File: config.mk
export PLATFORM = sky130hd
export DESIGN_NAME = inst_fetch_ctrl
export DESIGN_NICKNAME = d
export VERILOG_FILES = /design/src/rtl/inst_fetch_ctrl_pkg.sv /design/src/rtl/inst_fetch_ctrl_if_stage_reg.sv /design/src/rtl/inst_fetch_ctrl.sv
export SDC_FILE = /design/constraint.sdc
export NUM_CORES = 1
export LEC_CHECK = 0
export ABC_AREA = 1
export CORE_MARGIN = 5
export CORE_UTILIZATION = 53
export CTS_BUF_LIST = sky130_fd_sc_hd__clkbuf_8
export DETAILED_ROUTE_END_ITERATION = 10
export GPL_TIMING_DRIVEN = 0
export PLACE_DENSITY = 0.88
export SLEW_MARGIN = 20
export SYNTH_ARGS = -nofsm -noshare
export SYNTH_HDL_FRONTEND = slang
export SYNTH_SLANG_ARGS = --single-unit
export TNS_END_PERCENT = 100
File: constraint.sdc
create_clock -name clk -period 3 [get_ports clk]
set_input_delay 0.75 -clock clk [delete_from_list [all_inputs] [get_ports clk]]
set_output_delay 0.75 -clock clk [all_outputs]
set_load 0.02 [all_outputs]
File: src/rtl/inst_fetch_ctrl_pkg.sv
// Shared definitions for the instruction fetch sequencer and the ROM instance.
// The state encoding and the default ROM geometry live here so the ROM and the fetch logic agree on them.
package inst_fetch_ctrl_pkg;

    localparam int INST_WORD_W   = 32;
    localparam int PC_STEP       = 4;
    localparam int ROM_DEPTH_DEF = 20;
    localparam int ADDR_W_DEF    = 5;

    typedef enum logic [1:0] {
        ST_IDLE = 2'b00,
        ST_RUN  = 2'b01,
        ST_HALT = 2'b10
    } fetch_state_t;

    // Compares the full 30-bit word index against the depth.
    // Using the truncated ROM address here could wrap past the end of the image.
    function automatic logic pc_in_image(input logic [31:0] pc, input logic [31:0] depth);
        logic [31:0] word_idx;
        word_idx = {2'b00, pc[31:2]};
        return word_idx < depth;
    endfunction

endpackage

File: src/rtl/inst_fetch_ctrl_if_stage_reg.sv
// Valid/ready output register toward decode; holds one fetched word and its byte PC.
// A flush clears the valid bit whether or not decode is ready; a load takes priority over consumption.
module if_stage_reg
    import inst_fetch_ctrl_pkg::*;
(
    input  logic                   clk,
    input  logic                   rst,
    input  logic                   flush,
    input  logic                   load,
    input  logic                   id_ready,
    input  logic [INST_WORD_W-1:0] inst_in,
    input  logic [31:0]            pc_in,
    output logic                   valid,
    output logic [INST_WORD_W-1:0] inst,
    output logic [31:0]            pc
);

    always_ff @(posedge clk) begin
        if (rst) begin
            valid <= 1'b0;
            inst  <= '0;
            pc    <= '0;
        end else if (flush) begin
            valid <= 1'b0;
        end else if (load) begin
            valid <= 1'b1;
            inst  <= inst_in;
            pc    <= pc_in;
        end else if (valid && id_ready) begin
            valid <= 1'b0;
        end
    end

endmodule

File: src/rtl/inst_fetch_ctrl.sv
// Instruction ROM sequencer: owns the PC, issues fetched words into the output stage and applies redirects.
//   state   | meaning
//   ST_IDLE | parked; PC retained, waiting for start
//   ST_RUN  | fetching one word per accepted slot
//   ST_HALT | ran past the image or took a misaligned redirect; left only via rst
module inst_fetch_ctrl
    import inst_fetch_ctrl_pkg::*;
#(
    parameter int          ROM_DEPTH = ROM_DEPTH_DEF,
    parameter int          ADDR_W    = ADDR_W_DEF,
    parameter logic [31:0] RESET_PC  = 32'h0000_0000
) (
    input  logic                   clk,
    input  logic                   rst,
    input  logic                   start,
    input  logic                   stop,
    output logic [ADDR_W-1:0]      rom_addr,
    input  logic [INST_WORD_W-1:0] rom_inst,
    output logic                   if_valid,
    output logic [INST_WORD_W-1:0] if_inst,
    output logic [31:0]            if_pc,
    input  logic                   id_ready,
    input  logic                   br_taken,
    input  logic [31:0]            br_target,
    output logic                   busy,
    output logic                   done,
    output logic                   fault,
    output logic [15:0]            fetch_cnt
);

    localparam logic [31:0] DEPTH = 32'(ROM_DEPTH);
    localparam logic [31:0] STEP  = 32'(PC_STEP);

    fetch_state_t state, state_nxt;
    logic [31:0]  pc, pc_nxt;
    logic         done_nxt, fault_nxt;
    logic [15:0]  cnt_nxt;
    logic         stage_load, stage_flush;
    logic         advance, in_image;

    assign rom_addr = pc[ADDR_W+1:2];
    assign busy     = (state == ST_RUN);
    assign advance  = !if_valid || id_ready;
    assign in_image = pc_in_image(pc, DEPTH);

    always_ff @(posedge clk) begin
        if (rst) begin
            state     <= ST_IDLE;
            pc        <= RESET_PC;
            done      <= 1'b0;
            fault     <= 1'b0;
            fetch_cnt <= '0;
        end else begin
            state     <= state_nxt;
            pc        <= pc_nxt;
            done      <= done_nxt;
            fault     <= fault_nxt;
            fetch_cnt <= cnt_nxt;
        end
    end

    always_comb begin
        state_nxt   = state;
        pc_nxt      = pc;
        done_nxt    = done;
        fault_nxt   = fault;
        cnt_nxt     = fetch_cnt;
        stage_load  = 1'b0;
        stage_flush = 1'b0;

        // A redirect outranks issue, backpressure and stop; HALT ignores it.
        if (br_taken && (state == ST_IDLE || state == ST_RUN)) begin
            stage_flush = 1'b1;
            if (br_target[1:0] == 2'b00) begin
                pc_nxt = br_target;
                if (state == ST_RUN && stop) begin
                    state_nxt = ST_IDLE;
                end else if (state == ST_IDLE && start) begin
                    state_nxt = ST_RUN;
                end
            end else begin
                state_nxt = ST_HALT;
                fault_nxt = 1'b1;
            end
        end else begin
            case (state)
                ST_IDLE: begin
                    if (start) begin
                        state_nxt = ST_RUN;
                    end
                end
                ST_RUN: begin
                    if (stop) begin
                        state_nxt = ST_IDLE;
                    end else if (advance) begin
                        if (in_image) begin
                            stage_load = 1'b1;
                            pc_nxt     = pc + STEP;
                            if (fetch_cnt != 16'hFFFF) begin
                                cnt_nxt = fetch_cnt + 16'd1;
                            end
                        end else begin
                            stage_flush = 1'b1;
                            state_nxt   = ST_HALT;
                            done_nxt    = 1'b1;
                        end
                    end
                end
                ST_HALT: begin
                    state_nxt = ST_HALT;
                end
                default: begin
                    state_nxt = ST_IDLE;
                end
            endcase
        end
    end

    if_stage_reg u_if_stage (
        .clk      (clk),
        .rst      (rst),
        .flush    (stage_flush),
        .load     (stage_load),
        .id_ready (id_ready),
        .inst_in  (rom_inst),
        .pc_in    (pc),
        .valid    (if_valid),
        .inst     (if_inst),
        .pc       (if_pc)
    );

endmodule

==> summary.txt <==
Status
  • Status: complete, no violations

Die
  • Die area: 12700 um2
  • Horiz. Die Dim: 112 um
  • Top Ports: 159
  • Rows: 37
  • Initial Utilization: 54.2%
  • Core area: 10300 um2
  • Die height: 112 um

Synthesis
  • Warnings, synthesis: 0
  • Commonest cells post-synth: nand2_1, nor2_1, dfxtp_1, inv_1, nand3_1
  • Most numerous cell in the Yosys netlist: nand2_1
  • Number of synthesized flops with an enable pin: 0
  • Top_reg_cell synth: dfxtp_1
  • Post-synth top area cell: dfxtp_1
  • Synth async-reset ratio: 0%
  • Syn Nets: 900
  • Cell count after synthesis: 828
  • Mean post-synth cell area: 6.72 um2
  • Sequential share of the synthesized area: 42.1%
  • Mapped Area: 5570 um2
  • Top-area cell type share of the netlist area: 42.1%
  • Synth Register Bits: 117
  • Leading post-synthesis cells by cell area: dfxtp_1, nand2_1, nor2_1
  • Yosys cell types: 33

Drt
  • Vias per cell: 5.23
  • Post-DRT Antenna Nets: 0
  • DR iter-0 viols: 455
  • DR pass1 iterations: 5
  • Aggregate routed wire length: 17500 um
  • Vias: 6035
  • DRC viols: 0
  • WL per Instance: 15.1 um

Global route
  • Vias in the first global route: 5907
  • Initial antenna violation count: 0
  • First-pass GRT wire length: 28400 um
  • GRT Util Overall: 27.7%
  • Gr ovfl total: 0
  • Largest net degree at the start of global routing: 17

Clock network
  • Worst-path clk slew: 0.08 ns
  • Worst-skew pair later-pin latency: 0.44 ns
  • Post-CTS sizing: 0
  • Post-CTS setup buffer count: 0
  • CTS Buf Count: 17
  • Root Driver: clkbuf_8
  • Clock Path Buffers: 2
  • H-tree Lvls: 4
  • CTS tree: yes
  • CTS sink cnt: 117
  • Hold buffer count at cts: 0

Hold path
  • Hold Path Class: reg2reg
  • Hold Crit Start: u_if_stage.pc[26]
  • WHS Path Cells: 2
  • Hold Path End: u_if_stage.pc[26]

Timing
  • Setup-failing EPs final: 0
  • Tcrit/Tclk final: 81.2%
  • Worst Skew: 0.0123 ns
  • Hold WS: 0.454 ns
  • Fin. max-slew vios: 0
  • RSZ-0062 raised after global routing: false
  • Setup_tns: 0 ns
  • Fmax: 0.410 GHz
  • Worst slew pin tran: 0.546 ns
  • Final setup margin: 0.563 ns
  • Rel. slew slack: 63.3%
  • Min Tclk post-route: 2.44 ns
  • Hold Vio Cnt, Final: 0

Run
  • Max_cap viols: 0

Placed design
  • Number of I/O port buffers: 158
  • Post-detail-place hpwl: 12700 um
  • Placed instance area: 7320 um2
  • Setup WS pre-CTS: 0.280 ns
  • Inst Count DP: 1122
  • GPL Wtd Cong: 0.991

Layout
  • Share of post-route cells with drive strength above 1: 7.47%
  • Finished Layout Cells: 1154
  • Final Cell Area: 7750 um2
  • Area grow syn2layout: 39.1%
  • Ant diodes: 0
  • Nets: 1077
  • Final Util: 75.4%

Setup path
  • Reg-to-Reg Start: fetch_cnt[0]
  • Crit path required time: 2.25 ns
  • R2R Setup Slk: 1.00 ns
  • Max Fanout on Critical Path: 3
  • Crit end category: output port
  • Startpoint Class: flop
  • Worst reg2reg path depth: 8
  • Worst reg2reg path endpoint: fetch_cnt[1]
  • Setup CP Type: reg2out
  • Crit path arrival time: 1.69 ns

Power and ir drop
  • Power Density: 474 nW/um2
  • Lkg Pwr: 3.12 nW
  • Worst vdd ir: 0.000525 V
  • Power, Total: 3.67 mW
## registers in the layout (all words and copies together), names as in the netlist
name,flops
pc,32
u_if_stage.inst,32
u_if_stage.pc,32
fetch_cnt,16
state,2
done,1
fault,1
u_if_stage.valid,1
## power by group
part | switching, mW | internal, mW | leakage [nW]
registers | 0.0410 | 1.59 | 0.946
logic | 0.263 | 0.208 | 1.96
clock network | 0.723 | 0.847 | 0.211
## logic make-up after synthesis
group | after synthesis | synth area share, %
fa+ha+maj | 2 | 0.449
buf+inv | 120 | 9.12
xor+xnor | 11 | 1.73
flops | 117 | 42.1
compound gates | 110 | 10.3
simple gates | 468 | 36.4
## final cells by class
cell class	count	area, um2
Clock inverter	15	194
Fill cell	810	2530
Tap cell	136	170
Buffer	41	211
Clock buffer	17	234
Sequential cell	117	2340
Timing Repair Buffer	158	1580
Multi-Input combinational cell	591	2720
Inverter	79	297
## placed cells by master (no fill, tap or decap), drive strengths merged, types with 23 or more instances in the layout
cell type / netlist / final
o21ai: 56 / 56
a21oi: 45 / 45
clkbuf: 19 / 36
dfxtp: 117 / 117
nand4: 23 / 23
nor2: 175 / 175
inv: 79 / 88
clkdlybuf4s50: 0 / 158
nand2: 178 / 178
nand3: 73 / 73
## worst max-delay path, stage by stage (launching register included)
cell and delay [ns]:
dfxtp_1 0.36, inv_2 0.08, nand2_1 0.08, inv_1 0.08
clkdlybuf4s50_1 0.64
## how the worst max path moves through the flow
stage / from / to / depth (start not counted)
global placement: br_target[0] / state[0] / 11
detailed placement: br_target[0] / state[0] / 11
CTS: state[1] / busy / 4
finish: state[1] / busy / 4
floorplan: br_taken / state[0] / 11
global route: state[1] / busy / 4
## routing by layer
| layer | vias to the layer above | track usage, % | share of wire (%) |
|---|---|---|---|
| met4 | 0 | 10.2 | 2.7 |
| met1 | 2737 | 30.9 | 39 |
| li1 | 3003 | - | - |
| met5 | - | 0 | 0 |
| met3 | 37 | 11.2 | 10 |
| met2 | 258 | 47.7 | 48 |
No activity file was read; power rests on OpenSTA's default activity.
